==> config.mk <==
export PLATFORM = sky130hd
export DESIGN_NAME = chord_song_reader
export DESIGN_NICKNAME = d
export VERILOG_FILES = /design/src/rtl/chord_song_reader.sv
export SDC_FILE = /design/constraint.sdc
export NUM_CORES = 1
export LEC_CHECK = 0
export CAP_MARGIN = 20
export CORE_MARGIN = 1
export CORE_UTILIZATION = 48
export CTS_BUF_LIST = sky130_fd_sc_hd__clkbuf_8 sky130_fd_sc_hd__clkbuf_16
export CTS_CLUSTER_DIAMETER = 150
export DETAILED_ROUTE_END_ITERATION = 10
export PLACE_DENSITY = 0.77
export SETUP_SLACK_MARGIN = 0.02
export SLEW_MARGIN = 20
export SYNTH_ARGS = -nofsm -noshare
export SYNTH_HDL_FRONTEND = slang
export SYNTH_SLANG_ARGS = --single-unit
==> constraint.sdc <==
create_clock -name clk -period 3 [get_ports clk]
set_clock_uncertainty 0.1 [all_clocks]
set_input_delay 0.45 -clock clk [delete_from_list [all_inputs] [get_ports clk]]
set_output_delay 0.45 -clock clk [all_outputs]
set_load 0.01 [all_outputs]
==> src/rtl/chord_song_reader.sv <==
// chord_song_reader: walks one song of a chord ROM and emits note load pulses.
// Each ROM entry is either a note (loaded downstream) or an advance (wait for beats).
// A note entry with zero duration terminates the song; running off the last index
// also ends the song, so the index never silently wraps back to 0.
module chord_song_reader #(
   parameter int unsigned INDEX_WIDTH = 5
) (
   input  logic                   clk,
   input  logic                   reset,
   input  logic                   play,
   input  logic                   beat,
   input  logic [1:0]             song,
   output logic [INDEX_WIDTH+1:0] rom_addr,
   input  logic [15:0]            rom_data,
   output logic                   load_new_note,
   output logic [5:0]             note_to_load,
   output logic [5:0]             duration_to_load,
   output logic                   song_done
);

   typedef enum logic [2:0] {
      StIdle,
      StFetch,
      StDecode,
      StAdvance,
      StDone
   } state_e;

   localparam logic [INDEX_WIDTH-1:0] LastIndex = '1;

   state_e                 state;
   logic [INDEX_WIDTH-1:0] index;
   logic [5:0]             counter;
   logic [1:0]             song_latched;

   logic       entry_is_advance;
   logic [5:0] entry_note;
   logic [5:0] entry_field;
   logic       song_changed;
   logic       at_last;
   logic       step_now;
   logic       unused_rom_bits;

   assign entry_is_advance = rom_data[15];
   assign entry_note       = rom_data[14:9];
   assign entry_field      = rom_data[8:3];
   assign unused_rom_bits  = ^rom_data[2:0];
   assign song_changed     = (song != song_latched);
   assign at_last          = (index == LastIndex);

   // ROM address is the latched song plus the current entry; stable through FETCH/DECODE.
   assign rom_addr = {song_latched, index};

   // Finished with the current entry this cycle: move to the next one (or end of song).
   always_comb begin
      step_now = 1'b0;
      if (play && !song_changed) begin
         if (state == StDecode) begin
            step_now = entry_is_advance ? (entry_field == 6'd0) : (entry_field != 6'd0);
         end else if (state == StAdvance) begin
            step_now = beat && (counter == 6'd1);
         end
      end
   end

   // Sequencer state, index/counter bookkeeping and registered outputs.
   always_ff @(posedge clk) begin
      if (reset) begin
         state            <= StIdle;
         index            <= '0;
         counter          <= 6'd0;
         song_latched     <= 2'd0;
         load_new_note    <= 1'b0;
         song_done        <= 1'b0;
         note_to_load     <= 6'd0;
         duration_to_load <= 6'd0;
      end else begin
         load_new_note <= 1'b0;
         song_done     <= 1'b0;
         if (state != StIdle && song_changed) begin
            // A new song request abandons the current one before anything is emitted.
            state   <= StIdle;
            index   <= '0;
            counter <= 6'd0;
         end else begin
            unique case (state)
               StIdle: begin
                  if (play) begin
                     song_latched <= song;
                     state        <= StFetch;
                  end
               end
               StFetch: begin
                  if (play) state <= StDecode;
               end
               StDecode: begin
                  if (play) begin
                     if (!entry_is_advance) begin
                        if (entry_field == 6'd0) begin
                           song_done <= 1'b1;
                           state     <= StDone;
                        end else begin
                           note_to_load     <= entry_note;
                           duration_to_load <= entry_field;
                           load_new_note    <= 1'b1;
                        end
                     end else begin
                        counter <= entry_field;
                        if (entry_field != 6'd0) state <= StAdvance;
                     end
                  end
               end
               StAdvance: begin
                  if (play && beat && counter != 6'd0) counter <= counter - 6'd1;
               end
               StDone: begin
                  state <= StDone;
               end
               default: state <= StIdle;
            endcase
            // Overrides the case's next state when the entry is complete.
            if (step_now) begin
               if (at_last) begin
                  song_done <= 1'b1;
                  state     <= StDone;
               end else begin
                  index <= index + 1'b1;
                  state <= StFetch;
               end
            end
         end
      end
   end

endmodule

==> results.yml <==
sta:
  rsz0062_at_grt: "false"
  post-route-period-util_pct: 91.9
  finalSetupTns_ns: 0
  min_period_ns: 2.76
  setup_viol: 0
  worstMarginPinSlew_ns: 0.657
  fmax_mhz: 363
  maxSlewHeadroom_pct: 56.1
  finalHoldViolCount: 0
  slew_viol_final: 0
cts:
  cts_tree: "yes"
  holdBufCountCts: 0
  cts.sinks: 30
  post_cts_buffers: 0
  post_cts_resized: 0
  clkTransAtPathRegs_ns: 0.07
  cts_htree_levels: 2
  clk_latency_ns: 0.28
  clock_path_buffers: 2
  numCtsBuffers: 5
  clockRootBuffer: "clkbuf_8"
die:
  initial_core_util_pct: 51.7
  die_area_mm2: 0.00357
  row_count: 20
  num_io_pins: 43
  design.core.area_mm2: 0.00310
  die_y_um: 59.8
  die_x_um: 59.8
synthesis:
  synth_seq_cells: 30
  syn_avg_cell_area_um2: 8.05
  syn_area_mm2: 0.00160
  synthFlopType: "dfxtp_1"
  synth_edf_count: 0
  yosysTopAreaCellShare_pct: 37.5
  yosys-top-cells-area: "dfxtp_1 (37%), nand2_1 (9.8%), a21oi_1 (7.8%)"
  post-synth-top-count-cell: "nand2_1"
  ys_seq_area_share_pct: 37.5
  synthArstFlopShare_pct: 0
  netlist_top_cells_count: "nand2_1 (42), dfxtp_1 (30), a21oi_1 (25), nor2_1 (11)"
  yosysTopAreaCell: "dfxtp_1"
  synth_nets: 227
  synth_warnings: 0
  yosysUniqueCellTypes: 42
  syn-instance-count: 199
power_and_ir_drop:
  p_leak_uw: 0.000787
  ir_worst_vdd_uv: 382
  power_density_mw_per_mm2: 461
worst_setup_path:
  cp-startpoint: "rom_data[5]"
  end_kind: "flop"
  start_kind: "primary input"
  critPathRequiredTime_ns: 3.10
  worstReg2RegEnd: "duration_to_load[0]"
  critical_path_class: "primary input to flop"
  r2r_start: "state[1]"
  r2r_slack_ns: 0.74
  path_max_fanout: 7
  arrival_ns: 2.86
  rr_worst_depth: 5
global_route:
  grt_pass1_wl_um: 6470
  top_usage_layer: "met2"
  use_met3_pct: 7.14
  grt_pass1_vias: 1389
  track_usage_pct: 24.4
  antenna_found_initial: 0
  grt_max_degree: 19
  gr-total-overflow: 0
  grtUsageMet2_pct: 41.0
  grt_util_met1_pct: 30.2
route:
  dr.pass1.iters: 4
  via_per_inst: 5.53
  wl_per_cell_um: 14.1
  drcViolationCount: 0
  vias: 1582
  ant_nets: 0
  drt_iter0_markers: 61
  wirelength_um: 4030
cells_and_area:
  syn2layout_area_growth_pct: 37.0
  fillCellCount: 264
  drive_above_1_share_pct: 8.68
  finalNetCount: 269
  diodes: 0
  final_area_mm2: 0.00220
  fin_cells: 286
flow_run:
  max_cap_viol_count: 0
place:
  dpl.cell_count: 278
  placed_area_mm2: 0.00205
  hpwl_um: 2880
  portBuffers: 39
  place_congestion: 0.972
min_path:
  holdPathStages: 2
  hold_path_end: "note_to_load[4]"
  hp-start: "note_to_load[4]"
  worstHoldPathType: "flop to flop"
outcome:
  status: "complete, no violations"
per-layer routing:
metal  vias to the layer above  share of wire, %
met5                         -                 0
met4                         0               1.0
met3                         6               6.4
met2                        57                48
met1                       724                45
li1                        795                 -
power by group:
part | leakage, uW | internal (uW) | switching [uW] | total [uW]
clock network | 0.0000714 | 354 | 150 | 504
logic | 0.000474 | 48.0 | 49.5 | 97.5
registers | 0.000242 | 402 | 7.70 | 410
flip-flops by register name, summed over array words and instances, names as in the netlist:
signal / cells
note_to_load: 6
song_done: 1
state: 3
song_latched: 2
index: 5
duration_to_load: 6
counter: 6
load_new_note: 1
area by class of cell:
| type | count | area [um^2] | share of cell area, % |
|---|---|---|---|
| inverters | 6 | 22.5 | 1.03 |
| multi-input cells | 152 | 932 | 42.5 |
| repair buffers | 46 | 443 | 20.2 |
| clock inverters | 2 | 60.1 | 2.74 |
| clock buffers | 6 | 82.6 | 3.76 |
| flip-flops and latches | 30 | 601 | 27.4 |
| well taps | 44 | 55.1 | 2.51 |
layout by cell type, fill, tap and decap left out, types with 2 or more instances in the layout:
cell type,n
nand2_1,42
clkdlybuf4s50_1,39
dfxtp_1,30
a21oi_1,25
nor2_1,11
buf_4,7
inv_1,6
nor3_1,6
mux2i_1,6
ha_1,6
clkbuf_8,6
nand3_1,5
xnor2_1,4
a21o_1,4
o21ai_0,4
nand4_1,4
nor4_1,3
or4_1,2
nand2b_1,2
or3_1,2
and3b_1,2
o41ai_1,2
nand3b_1,2
bufinv_16,2
worst max-delay path, cell delays in order:
cell and delay (ns):
clkdlybuf4s50_1 0.43, or4_4 0.56, nor3_4 0.14, ha_1 0.14
o21ai_1 0.12, buf_4 0.19, nor4_4 0.43, nand4_1 0.19
mux2i_1 0.20
per-stage QoR:
| step | setup slack, ns | util, % | power (uW) | hold slack [ns] |
|---|---|---|---|---|
| detailed placement | -0.0359 | 66.2 | 515 | 0.345 |
| global placement | -0.0126 | 66.2 | 512 | 0.337 |
| CTS | 0.250 | 70.8 | 1020 | 0.355 |
| global route | 0.0871 | 70.8 | 1050 | 0.372 |
| finish | 0.244 | 70.8 | 1010 | 0.355 |
| floorplan | 0.460 | - | 468 | 0.357 |
worst max-delay path by stage:
stage                           to  slack (ns)  depth (start not counted)
after CTS                 index[3]        0.25                          9
after detailed placement  index[3]       -0.04                          9
after floorplan           state[1]        0.46                          7
after global placement    state[0]       -0.01                          8
after global routing      index[3]        0.09                          9
final                     index[3]        0.24                          9
cells by family after synthesis:
| family | after synthesis | synth area share, % |
|---|---|---|
| simple gates | 89 | 28.5 |
| compound gates | 46 | 18.3 |
| flops | 30 | 37.5 |
| buf+inv | 17 | 4.37 |
| mux | 7 | 4.45 |
| fa+ha+maj | 6 | 4.68 |
| xor+xnor | 4 | 2.19 |
Power figures use the tool's default switching activity.
